==> config.mk <==
export PLATFORM = sky130hd
export DESIGN_NAME = det_seq_sched_flat
export DESIGN_NICKNAME = d
export VERILOG_FILES = /design/src/rtl/det_pkg.sv /design/src/rtl/det_seq_sched_if.sv /design/src/rtl/det_seq_sched_rr_arbiter.sv /design/src/rtl/det_seq_sched.sv /design/src/flat_wrapper.sv
export SDC_FILE = /design/constraint.sdc
export NUM_CORES = 1
export LEC_CHECK = 0
export BUFFER_PORTS_ARGS = -buffer_cell sky130_fd_sc_hd__buf_2
export CAP_MARGIN = 5
export CORE_ASPECT_RATIO = 0.5
export CORE_MARGIN = 4
export CORE_UTILIZATION = 55
export DETAILED_ROUTE_END_ITERATION = 8
export PLACE_DENSITY = 0.86
export SYNTH_ARGS = -nofsm -noshare
export SYNTH_HDL_FRONTEND = slang
export SYNTH_SLANG_ARGS = --single-unit
==> constraint.sdc <==
create_clock -name clk -period 7.2 [get_ports clk]
set_input_delay 2.16 -clock clk [delete_from_list [all_inputs] [get_ports clk]]
set_output_delay 2.16 -clock clk [all_outputs]
set_load 0.01 [all_outputs]
==> src/rtl/det_pkg.sv <==
// Shared types and constants for the det_1011 job scheduler and its detector.
package det_pkg;

  typedef enum logic [2:0] {
    IDLE  = 3'd0,
    CLEAR = 3'd1,
    SHIFT = 3'd2,
    DRAIN = 3'd3,
    RESP  = 3'd4
  } sched_state_t;

  localparam int unsigned PATTERN_LEN = 4;

  // Width able to hold any count from 0 to w inclusive.
  function automatic int unsigned cnt_width(input int unsigned w);
    return $clog2(w + 1);
  endfunction

endpackage

==> src/rtl/det_seq_sched_if.sv <==
// Requester-side bundle of the shared-detector scheduler.
interface det_seq_sched_if
  import det_pkg::*;
#(
  parameter int unsigned NREQ  = 4,
  parameter int unsigned W     = 16,
  parameter int unsigned CNT_W = cnt_width(W)
);

  logic [NREQ-1:0]   req;
  logic [NREQ*W-1:0] req_data;
  logic [NREQ-1:0]   grant;
  logic [NREQ-1:0]   done;
  logic [CNT_W-1:0]  match_cnt;
  logic              busy;

  modport master (
    output req, req_data,
    input  grant, done, match_cnt, busy
  );

  modport slave (
    input  req, req_data,
    output grant, done, match_cnt, busy
  );

endinterface

==> src/rtl/det_seq_sched_rr_arbiter.sv <==
// Combinational round-robin pick: lowest requester at or above ptr, else lowest overall.
module rr_arbiter #(
  parameter int unsigned NREQ  = 4,
  localparam int unsigned PTR_W = $clog2(NREQ)
) (
  input  logic [NREQ-1:0]  req,
  input  logic [PTR_W-1:0] ptr,
  output logic [NREQ-1:0]  gnt_c,
  output logic             valid_c
);

  logic [NREQ-1:0] mask;
  logic [NREQ-1:0] hi;
  logic [NREQ-1:0] sel;

  // Keep bits >= ptr; fall back to the full vector to wrap around.
  assign mask    = ~((NREQ'(1) << ptr) - NREQ'(1));
  assign hi      = req & mask;
  assign sel     = (|hi) ? hi : req;
  assign gnt_c   = sel & (~sel + NREQ'(1));
  assign valid_c = |req;

endmodule

==> src/rtl/det_seq_sched.sv <==
// Round-robin scheduler sharing one serial 1011 detector among NREQ requesters.
module det_seq_sched
  import det_pkg::*;
#(
  parameter int unsigned NREQ  = 4,
  parameter int unsigned W     = 16,
  parameter int unsigned CNT_W = cnt_width(W)
) (
  input  logic                  clk,
  input  logic                  rst,
  det_seq_sched_if.slave        bus,
  output logic                  det_in,
  output logic                  det_rstn,
  input  logic                  det_out
);

  localparam int unsigned PTR_W = $clog2(NREQ);
  localparam int unsigned IDX_W = $clog2(W);

  sched_state_t     state;
  logic [PTR_W-1:0] ptr;
  logic [NREQ-1:0]  grant_q;
  logic [NREQ-1:0]  done_q;
  logic [CNT_W-1:0] match_q;
  logic [CNT_W-1:0] cnt;
  logic             busy_q;
  logic [W-1:0]     shift_reg;
  logic [IDX_W-1:0] idx;

  logic [NREQ-1:0]  arb_gnt_c;
  logic             arb_valid_c;
  logic [W-1:0]     sel_word_c;
  logic [PTR_W-1:0] owner_c;
  logic [PTR_W-1:0] next_ptr_c;

  rr_arbiter #(.NREQ(NREQ)) u_arb (
    .req     (bus.req),
    .ptr     (ptr),
    .gnt_c   (arb_gnt_c),
    .valid_c (arb_valid_c)
  );

  // Word belonging to the arbitration winner.
  always_comb begin
    sel_word_c = '0;
    for (int i = 0; i < int'(NREQ); i++) begin
      if (arb_gnt_c[i]) sel_word_c = bus.req_data[i*W +: W];
    end
  end

  // Index of the current owner and the pointer slot just past it.
  always_comb begin
    owner_c = '0;
    for (int i = 0; i < int'(NREQ); i++) begin
      if (grant_q[i]) owner_c = PTR_W'(i);
    end
    next_ptr_c = (owner_c == PTR_W'(NREQ - 1)) ? '0 : owner_c + PTR_W'(1);
  end

  always_ff @(posedge clk) begin
    if (rst) begin
      state     <= IDLE;
      ptr       <= '0;
      grant_q   <= '0;
      done_q    <= '0;
      match_q   <= '0;
      cnt       <= '0;
      busy_q    <= 1'b0;
      shift_reg <= '0;
      idx       <= '0;
      det_in    <= 1'b0;
      det_rstn  <= 1'b0;
    end else begin
      done_q <= '0;
      case (state)
        IDLE: begin
          if (arb_valid_c) begin
            shift_reg <= sel_word_c;
            grant_q   <= arb_gnt_c;
            cnt       <= '0;
            busy_q    <= 1'b1;
            det_in    <= 1'b0;
            det_rstn  <= 1'b0;
            state     <= CLEAR;
          end
        end
        CLEAR: begin
          det_rstn  <= 1'b1;
          det_in    <= shift_reg[W-1];
          shift_reg <= {shift_reg[W-2:0], 1'b0};
          idx       <= '0;
          state     <= SHIFT;
        end
        SHIFT: begin
          // det_out here reflects the bit presented one cycle earlier.
          cnt <= cnt + CNT_W'(det_out);
          if (idx == IDX_W'(W - 1)) begin
            det_in <= 1'b0;
            state  <= DRAIN;
          end else begin
            det_in    <= shift_reg[W-1];
            shift_reg <= {shift_reg[W-2:0], 1'b0};
            idx       <= idx + IDX_W'(1);
          end
        end
        DRAIN: begin
          match_q  <= cnt + CNT_W'(det_out);
          done_q   <= grant_q;
          det_rstn <= 1'b0;
          state    <= RESP;
        end
        RESP: begin
          grant_q <= '0;
          busy_q  <= 1'b0;
          ptr     <= next_ptr_c;
          state   <= IDLE;
        end
        default: state <= IDLE;
      endcase
    end
  end

  assign bus.grant     = grant_q;
  assign bus.done      = done_q;
  assign bus.match_cnt = match_q;
  assign bus.busy      = busy_q;

endmodule

==> src/flat_wrapper.sv <==
// flat-port wrapper written by rule: the top's interface ports become plain ports
module det_seq_sched_flat import det_pkg::*;
#(
  parameter int unsigned NREQ  = 4,
  parameter int unsigned W     = 16,
  parameter int unsigned CNT_W = cnt_width(W)
)
  (clk, rst, det_in, det_rstn, det_out, bus_req, bus_req_data, bus_grant, bus_done, bus_match_cnt, bus_busy);
  det_seq_sched_if #(.NREQ(NREQ), .W(W), .CNT_W(CNT_W)) bus_i ();
  input  logic clk;
  input  logic rst;
  output logic det_in;
  output logic det_rstn;
  input  logic det_out;
  input wire logic [$bits(bus_i.req)-1:0] bus_req;
  input wire logic [$bits(bus_i.req_data)-1:0] bus_req_data;
  output wire logic [$bits(bus_i.grant)-1:0] bus_grant;
  output wire logic [$bits(bus_i.done)-1:0] bus_done;
  output wire logic [$bits(bus_i.match_cnt)-1:0] bus_match_cnt;
  output wire logic [$bits(bus_i.busy)-1:0] bus_busy;
  assign bus_i.req = bus_req;
  assign bus_i.req_data = bus_req_data;
  assign bus_grant = bus_i.grant;
  assign bus_done = bus_i.done;
  assign bus_match_cnt = bus_i.match_cnt;
  assign bus_busy = bus_i.busy;
  det_seq_sched #(.NREQ(NREQ), .W(W), .CNT_W(CNT_W)) u_core (.clk(clk), .rst(rst), .bus(bus_i), .det_in(det_in), .det_rstn(det_rstn), .det_out(det_out));
endmodule
==> flow_metrics.py, run 1 <==
metrics = {
    "pwr": {
        "power_leakage_uw": 0.00131,
        "power.density_nw_per_um2": 206,
        "vdd_drop_max_v": 0.0000973,
        "p_total_uw": 646,
    },
    "clock_tree": {
        "post_cts_buffers": 0,
        "clk_latency_ps": 310,
        "ctsHoldBuffers": 0,
        "cts_made_buffers": 5,
        "cts_tree": "built",
        "h-tree-depth": 2,
        "cts_buffer_depth": 2,
        "cts_resized": 0,
        "cts_sinks": 46,
        "clkSlewWorstSetupHoldPaths_ps": 90,
        "cts-root-buf": "clkbuf_8",
    },
    "global_route": {
        "grt_pass1_wl_um": 11700,
        "grt_pass1_vias": 2657,
        "antenna_found_initial": 0,
        "grt_max_degree": 43,
        "grt-ovfl-total": 0,
        "grt_usage_pct": 23.1,
    },
    "critical_path": {
        "cpMostUsedCell": "nor2_1",
        "worstSetupStartpointType": "primary input",
        "critPathTopFamily": "compound AO/OA/AOI/OAI gates",
        "end_kind": "register",
        "path_cells": "buf_2, nor2_1, o21ai_1, nor2_1, buf_4, a221o_1, o21a_1",
        "max_stage_delay_ps": 670,
        "crit_buf_inv": 2,
        "rrSetupSlack_ps": 4860,
        "cp.required_ps": 7410,
        "reg2reg_from": "u_core.ptr[1]",
        "crit_fanout": 16,
        "critPathLaunch": "bus_req[2]",
        "cp.arrival_ps": 4160,
        "crit_type": "primary input to register",
        "slowest_stage": "o21ai_1",
    },
    "synth": {
        "synth_compound_area_share_pct": 34.5,
        "yosysUniqueCellTypes": 46,
        "yosys.area_share.adder_pct": 1.89,
        "synthSimpleGateAreaFrac_pct": 20.1,
        "synth-xor-area-share_pct": 1.65,
        "synth_cells": 338,
        "yosysWarningCount": 0,
        "synth_edf_count": 0,
        "seq_area_frac_synth_pct": 34.8,
        "syn_nets": 413,
        "synth_top_family_by_area": "compound AO/OA/AOI/OAI gates",
        "async_flop_share_pct": 0,
        "synth.avg_cell_area_um2": 7.84,
        "synth-seq-cells": 46,
        "synth_ff_type": "dfxtp_1",
        "netlist_area_um2": 2650,
        "synth.area.mux_share_pct": 1.89,
    },
    "die": {
        "die_area_um2": 6060,
        "start_util_pct": 58.5,
        "die_y_um": 57.1,
        "core_um2": 4530,
        "ios": 87,
        "die_x_um": 106,
        "num_rows": 17,
    },
    "detailed_routing": {
        "wl_um": 7150,
        "vias": 2868,
        "drc": 0,
        "dr.first_iter.drc_count": 213,
        "routedWlPerCell_um": 15.1,
        "first_pass_iters": 5,
        "routed_via_density": 6.08,
        "final_antenna_net_count": 0,
    },
    "worst_hold_path": {
        "hold_path_class": "register to register",
        "worstHoldStart": "u_core.bus.busy",
    },
    "sta": {
        "fin_crit_ps": 3950,
        "report.final.slew_viol_count": 0,
        "setup_viol": 0,
        "tns_ps": 0,
        "fmax_ghz": 0.253,
        "fin_ws_ps": 3250,
        "hold_viol_final": 0,
        "worst_slew_pin_slew_ps": 970,
        "rsz0062_at_grt": "no",
        "slew_headroom_pct": 35.0,
        "clock_skew_ps": 7.54,
        "min_period_over_period_pct": 54.9,
    },
    "cells_and_area": {
        "nNetsFinal": 480,
        "layout-drive-gt1-share_pct": 24.6,
        "mostFrequentLayoutCell": "buf_2",
        "final_cell_mix": "86 x buf_2, 46 x a21oi_1, 46 x dfxtp_1, 45 x nand2_1, 25 x nor2_1",
        "final_util_pct": 69.3,
        "syn_to_final_growth_pct": 18.5,
        "largest_reg_flops": 16,
        "diodes": 0,
    },
    "job": {
        "cap_viol_max_count": 0,
    },
    "outcome": {
        "outcome": "finished clean",
    },
    "placed_design": {
        "dp.final_hpwl_um": 5170,
        "dp_slack_ps": 3020,
        "gp_congestion": 0.834,
        "numPortBuffers": 86,
    },
}
## through the flow
stage / instances / instance area, um2 / hold WS (ps)
after floorplan: 338 / 2650 / 452
after global placement: 464 / 3040 / 440
after detailed placement: 464 / 3040 / 448
after CTS: 472 / 3140 / 461
after global routing: 472 / 3140 / 489
final: 472 / 3140 / 463
## area by class of cell
class                           instances  area (um2)
Timing Repair Buffer                   87         438
Fill cell                             397        1390
Clock inverter                          3        25.0
Sequential cell                        46         921
Clock buffer                            5        68.8
Inverter                                3        11.3
Tap cell                               66        82.6
Multi-Input combinational cell        262        1590
## final timing paths
| check | end | cells past startpoint |
|---|---|---|
| setup / recovery | u_core.shift_reg[2] | 7 |
| hold / removal | u_core.bus.busy | 2 |
| setup reg to reg | u_core.shift_reg[2] | 5 |
| hold reg to reg | u_core.bus.busy | 2 |
## layer usage
metal  wire [um]  vias to the layer above  global-route usage, %
met5           0                        -                      0
li1            -                     1383                      -
met3         457                       17                   4.29
met4         124                        0                   7.20
met1        3100                     1357                   29.2
met2        3470                      111                   40.4
## synth_stat cells, types with 2 or more instances
cell / instances / area (um2)
nor3_1: 4 / 20.0
dfxtp_1: 46 / 921
clkbuf_1: 22 / 82.6
a211o_1: 4 / 35.0
a311oi_1: 11 / 96.3
nor2b_1: 7 / 43.8
o21a_1: 13 / 97.6
a221oi_1: 5 / 43.8
and2_1: 6 / 37.5
nand2_1: 45 / 169
mux2i_1: 5 / 50.1
o31ai_1: 4 / 30.0
nand3_1: 14 / 70.1
or2_2: 2 / 12.5
o21ai_1: 4 / 20.0
buf_6: 3 / 33.8
o21ai_0: 16 / 80.1
xnor2_1: 5 / 43.8
ha_1: 4 / 50.1
o211a_1: 2 / 20.0
nand2b_1: 3 / 18.8
nor2_1: 25 / 93.8
o2bb2ai_1: 6 / 52.6
inv_1: 3 / 11.3
a21o_1: 3 / 22.5
a221o_1: 11 / 110
a21oi_1: 46 / 230
## logic make-up after synthesis
logic type / Yosys count
DFF: 46
AOI/OAI and AO/OA: 133
buffers and inverters: 30
and+or+nand+nor: 115
adders and majority gates: 4
muxes: 5
xor gates and xnor gates: 5
## where the power goes
part	internal (uW)	total (uW)	switching, uW
Combinational	79.0	180	101
Sequential	279	299	20.2
Clock	70.2	167	97.0
Total	428	646	218
## tightest hold or removal path, stage by stage (launching register included)
cell and delay (ps):
dfxtp_1 320, nand2_1 50, a21oi_1 50
Note: power is estimated with default switching activity, not from simulation.
==> run 2: changes to the inputs <==
--- a/config.mk
+++ b/config.mk
@@ -5,13 +5,14 @@
 export SDC_FILE = /design/constraint.sdc
 export NUM_CORES = 1
 export LEC_CHECK = 0
+export ABC_AREA = 1
 export BUFFER_PORTS_ARGS = -buffer_cell sky130_fd_sc_hd__buf_2
 export CAP_MARGIN = 5
 export CORE_ASPECT_RATIO = 0.5
 export CORE_MARGIN = 4
-export CORE_UTILIZATION = 55
+export CORE_UTILIZATION = 51
 export DETAILED_ROUTE_END_ITERATION = 8
-export PLACE_DENSITY = 0.86
+export PLACE_DENSITY = 0.8
 export SYNTH_ARGS = -nofsm -noshare
 export SYNTH_HDL_FRONTEND = slang
 export SYNTH_SLANG_ARGS = --single-unit
==> constraint.sdc (replaced) <==
create_clock -name clk -period 3.9 [get_ports clk]
set_input_delay 1.17 -clock clk [delete_from_list [all_inputs] [get_ports clk]]
set_output_delay 1.17 -clock clk [all_outputs]
set_load 0.01 [all_outputs]
==> flow_metrics.py, run 2 <==
metrics = {
    "outcome": {
        "outcome": "finished clean",
    },
    "detailed_routing": {
        "dr.first_iter.drc_count": 98,
        "routedWlPerCell_um": 12.1,
        "wl_um": 6960,
        "vias": 2847,
        "first_pass_iters": 4,
        "routed_via_density": 4.96,
        "final_antenna_net_count": 0,
        "drc": 0,
    },
    "sta": {
        "fmax_ghz": 0.360,
        "rsz0062_at_grt": "no",
        "worst_slew_pin_slew_ps": 861,
        "min_period_over_period_pct": 71.3,
        "report.final.slew_viol_count": 0,
        "hold_viol_final": 0,
        "clock_skew_ps": 4.88,
        "slew_headroom_pct": 42.1,
        "setup_viol": 0,
        "fin_crit_ps": 2780,
        "tns_ps": 0,
    },
    "critical_path": {
        "crit_fanout": 20,
        "slowest_stage": "nand3_2",
        "path_cells": "buf_2, nand2_2, nand3_2, nand2_4, nand2_2, nand3_2, inv_1, nand2_1, nand3b_1, nand2_1, a21oi_1",
        "cp.required_ps": 4130,
        "worstSetupStartpointType": "primary input",
        "max_stage_delay_ps": 350,
        "reg2reg_from": "u_core.state[2]",
        "cp.arrival_ps": 3010,
        "crit_type": "primary input to register",
        "end_kind": "register",
        "critPathLaunch": "bus_req[1]",
    },
    "worst_hold_path": {
        "worstHoldStart": "u_core.bus.grant[0]",
        "hold_path_class": "register to register",
    },
    "global_route": {
        "grt_usage_pct": 21.4,
        "grt_max_degree": 32,
        "grt-ovfl-total": 0,
        "grt_pass1_wl_um": 11600,
        "grt_pass1_vias": 2603,
        "antenna_found_initial": 0,
    },
    "placed_design": {
        "gp_congestion": 0.889,
        "placedCellCount": 566,
        "dp.final_hpwl_um": 5160,
        "numPortBuffers": 86,
    },
    "synth": {
        "synth-seq-cells": 46,
        "synthTopCellsByCount": "109 x nand2_1, 74 x nor2_1, 46 x dfxtp_1, 42 x inv_1, 39 x nand3_1",
        "synth_top_cell_by_area": "dfxtp_1",
        "synth.avg_cell_area_um2": 6.33,
        "async_flop_share_pct": 0,
        "netlist_area_um2": 2700,
        "syn_nets": 502,
        "yosysWarningCount": 0,
        "synth_edf_count": 0,
        "synth.top_cell.area_share_pct": 34.1,
        "synth_cells": 427,
        "yosysMostFrequentCell": "nand2_1",
        "synth_ff_type": "dfxtp_1",
        "synthTopCellsByArea": "dfxtp_1 34%, nand2_1 15%, nor2_1 10%",
        "yosysUniqueCellTypes": 30,
        "seq_area_frac_synth_pct": 34.1,
    },
    "pwr": {
        "power_leakage_uw": 0.00166,
        "combPwrFrac_pct": 30.6,
        "pwr-share-seq_pct": 45.7,
        "vdd_drop_max_v": 0.000154,
        "power.density_nw_per_um2": 377,
        "swShare_pct": 34.9,
        "clkPwrFrac_pct": 23.7,
        "switchingPower_uw": 422,
        "p_int_uw": 786,
    },
    "clock_tree": {
        "cts_made_buffers": 5,
        "clk_latency_ps": 300,
        "cts-root-buf": "clkbuf_8",
        "cts_buffer_depth": 2,
        "cts_resized": 0,
        "cts_sinks": 46,
        "post_cts_buffers": 0,
        "cts_tree": "built",
        "h-tree-depth": 2,
        "clkSlewWorstSetupHoldPaths_ps": 80,
        "ctsHoldBuffers": 0,
    },
    "die": {
        "num_rows": 18,
        "die_y_um": 59.5,
        "die_area_um2": 6600,
        "die_x_um": 111,
        "core_um2": 5020,
        "start_util_pct": 53.8,
        "ios": 87,
    },
    "cells_and_area": {
        "syn_to_final_growth_pct": 18.4,
        "mostFrequentLayoutCell": "nand2_1",
        "fin_cells": 574,
        "final_cell_mix": "109 x nand2_1, 86 x buf_2, 74 x nor2_1, 46 x dfxtp_1, 42 x inv_1",
        "nNetsFinal": 578,
        "largest_reg_flops": 16,
        "layout-drive-gt1-share_pct": 23.4,
        "nFillCells": 511,
        "diodes": 0,
    },
    "job": {
        "cap_viol_max_count": 0,
    },
}
-- run 2: cell types whose count changed after synthesis, sizes merged, moves of 7 or more --
cell / previous run / this run
nand2: 45 / 114
buf: 5 / 13
a221o: 11 / 0
inv: 3 / 44
clkbuf: 22 / 5
nand3: 14 / 42
a311oi: 11 / 0
nor2: 25 / 79
nor2b: 7 / 0
o21a: 13 / 0
-- run 2: layout make-up --
type	count	area (um2)	area share, %
flip-flops and latches	46	921	28.8
clock buffers	6	72.6	2.27
clock inverters	2	13.8	0.430
well taps	70	87.6	2.74
inverters	45	169	5.28
multi-input cells	318	1500	46.8
repair buffers	87	438	13.7
-- run 2: path summary, 6_finish.rpt --
path         cells after the start             endpoint  slack (ps)
min reg2reg                      2   u_core.bus.done[0]         470
min                              2   u_core.bus.done[0]         470
max reg2reg                      8  u_core.shift_reg[1]        1640
max                             11  u_core.shift_reg[6]        1120
-- run 2: per-layer routing --
| layer | up-vias | GRT usage (%) | share of wire [%] |
|---|---|---|---|
| li1 | 1505 | - | - |
| met4 | 0 | 7.54 | 1.9 |
| met3 | 13 | 4.28 | 5.1 |
| met1 | 1261 | 27.5 | 47 |
| met2 | 68 | 36.6 | 46 |
| met5 | - | 0 | 0 |
-- run 2: cell families after synthesis --
group,synth area share [%]
XOR/XNOR,0.972
flip-flops,34.1
adder cells (fa/ha/maj),1.85
AND/OR/NAND/NOR,40.2
AO/OA/AOI/OAI,12.4
buffers and inverters,10.5
-- run 2: worst max-delay path: cells and delay by family --
kind | cells | cell delay, ps
AO/OA/AOI/OAI | 1 | 120
buffers and inverters | 2 | 450
AND/OR/NAND/NOR | 8 | 1270
-- run 2: per-stage QoR --
step | hold WS, ps | util [%] | total power, uW | setup slack, ps | cell area (um2)
3_5_place_dp | 452 | 62.0 | 929 | 821 | 3110
4_1_cts | 465 | 63.7 | 1210 | 1140 | 3200
5_1_grt | 493 | 63.7 | 1300 | 924 | 3200
6_report | 469 | 63.7 | 1210 | 1120 | 3200
3_3_place_gp | 448 | 62.0 | 923 | 895 | 3110
2_1_floorplan | 444 | - | 834 | 1530 | 2700
-- run 2: power groups by stage --
stage	combinational [uW]	clock [uW]	sequential, uW
floorplan	274	0	561
global placement	362	0	561
detailed placement	367	0	562
CTS	369	290	552
global route	424	311	560
finish	370	286	552
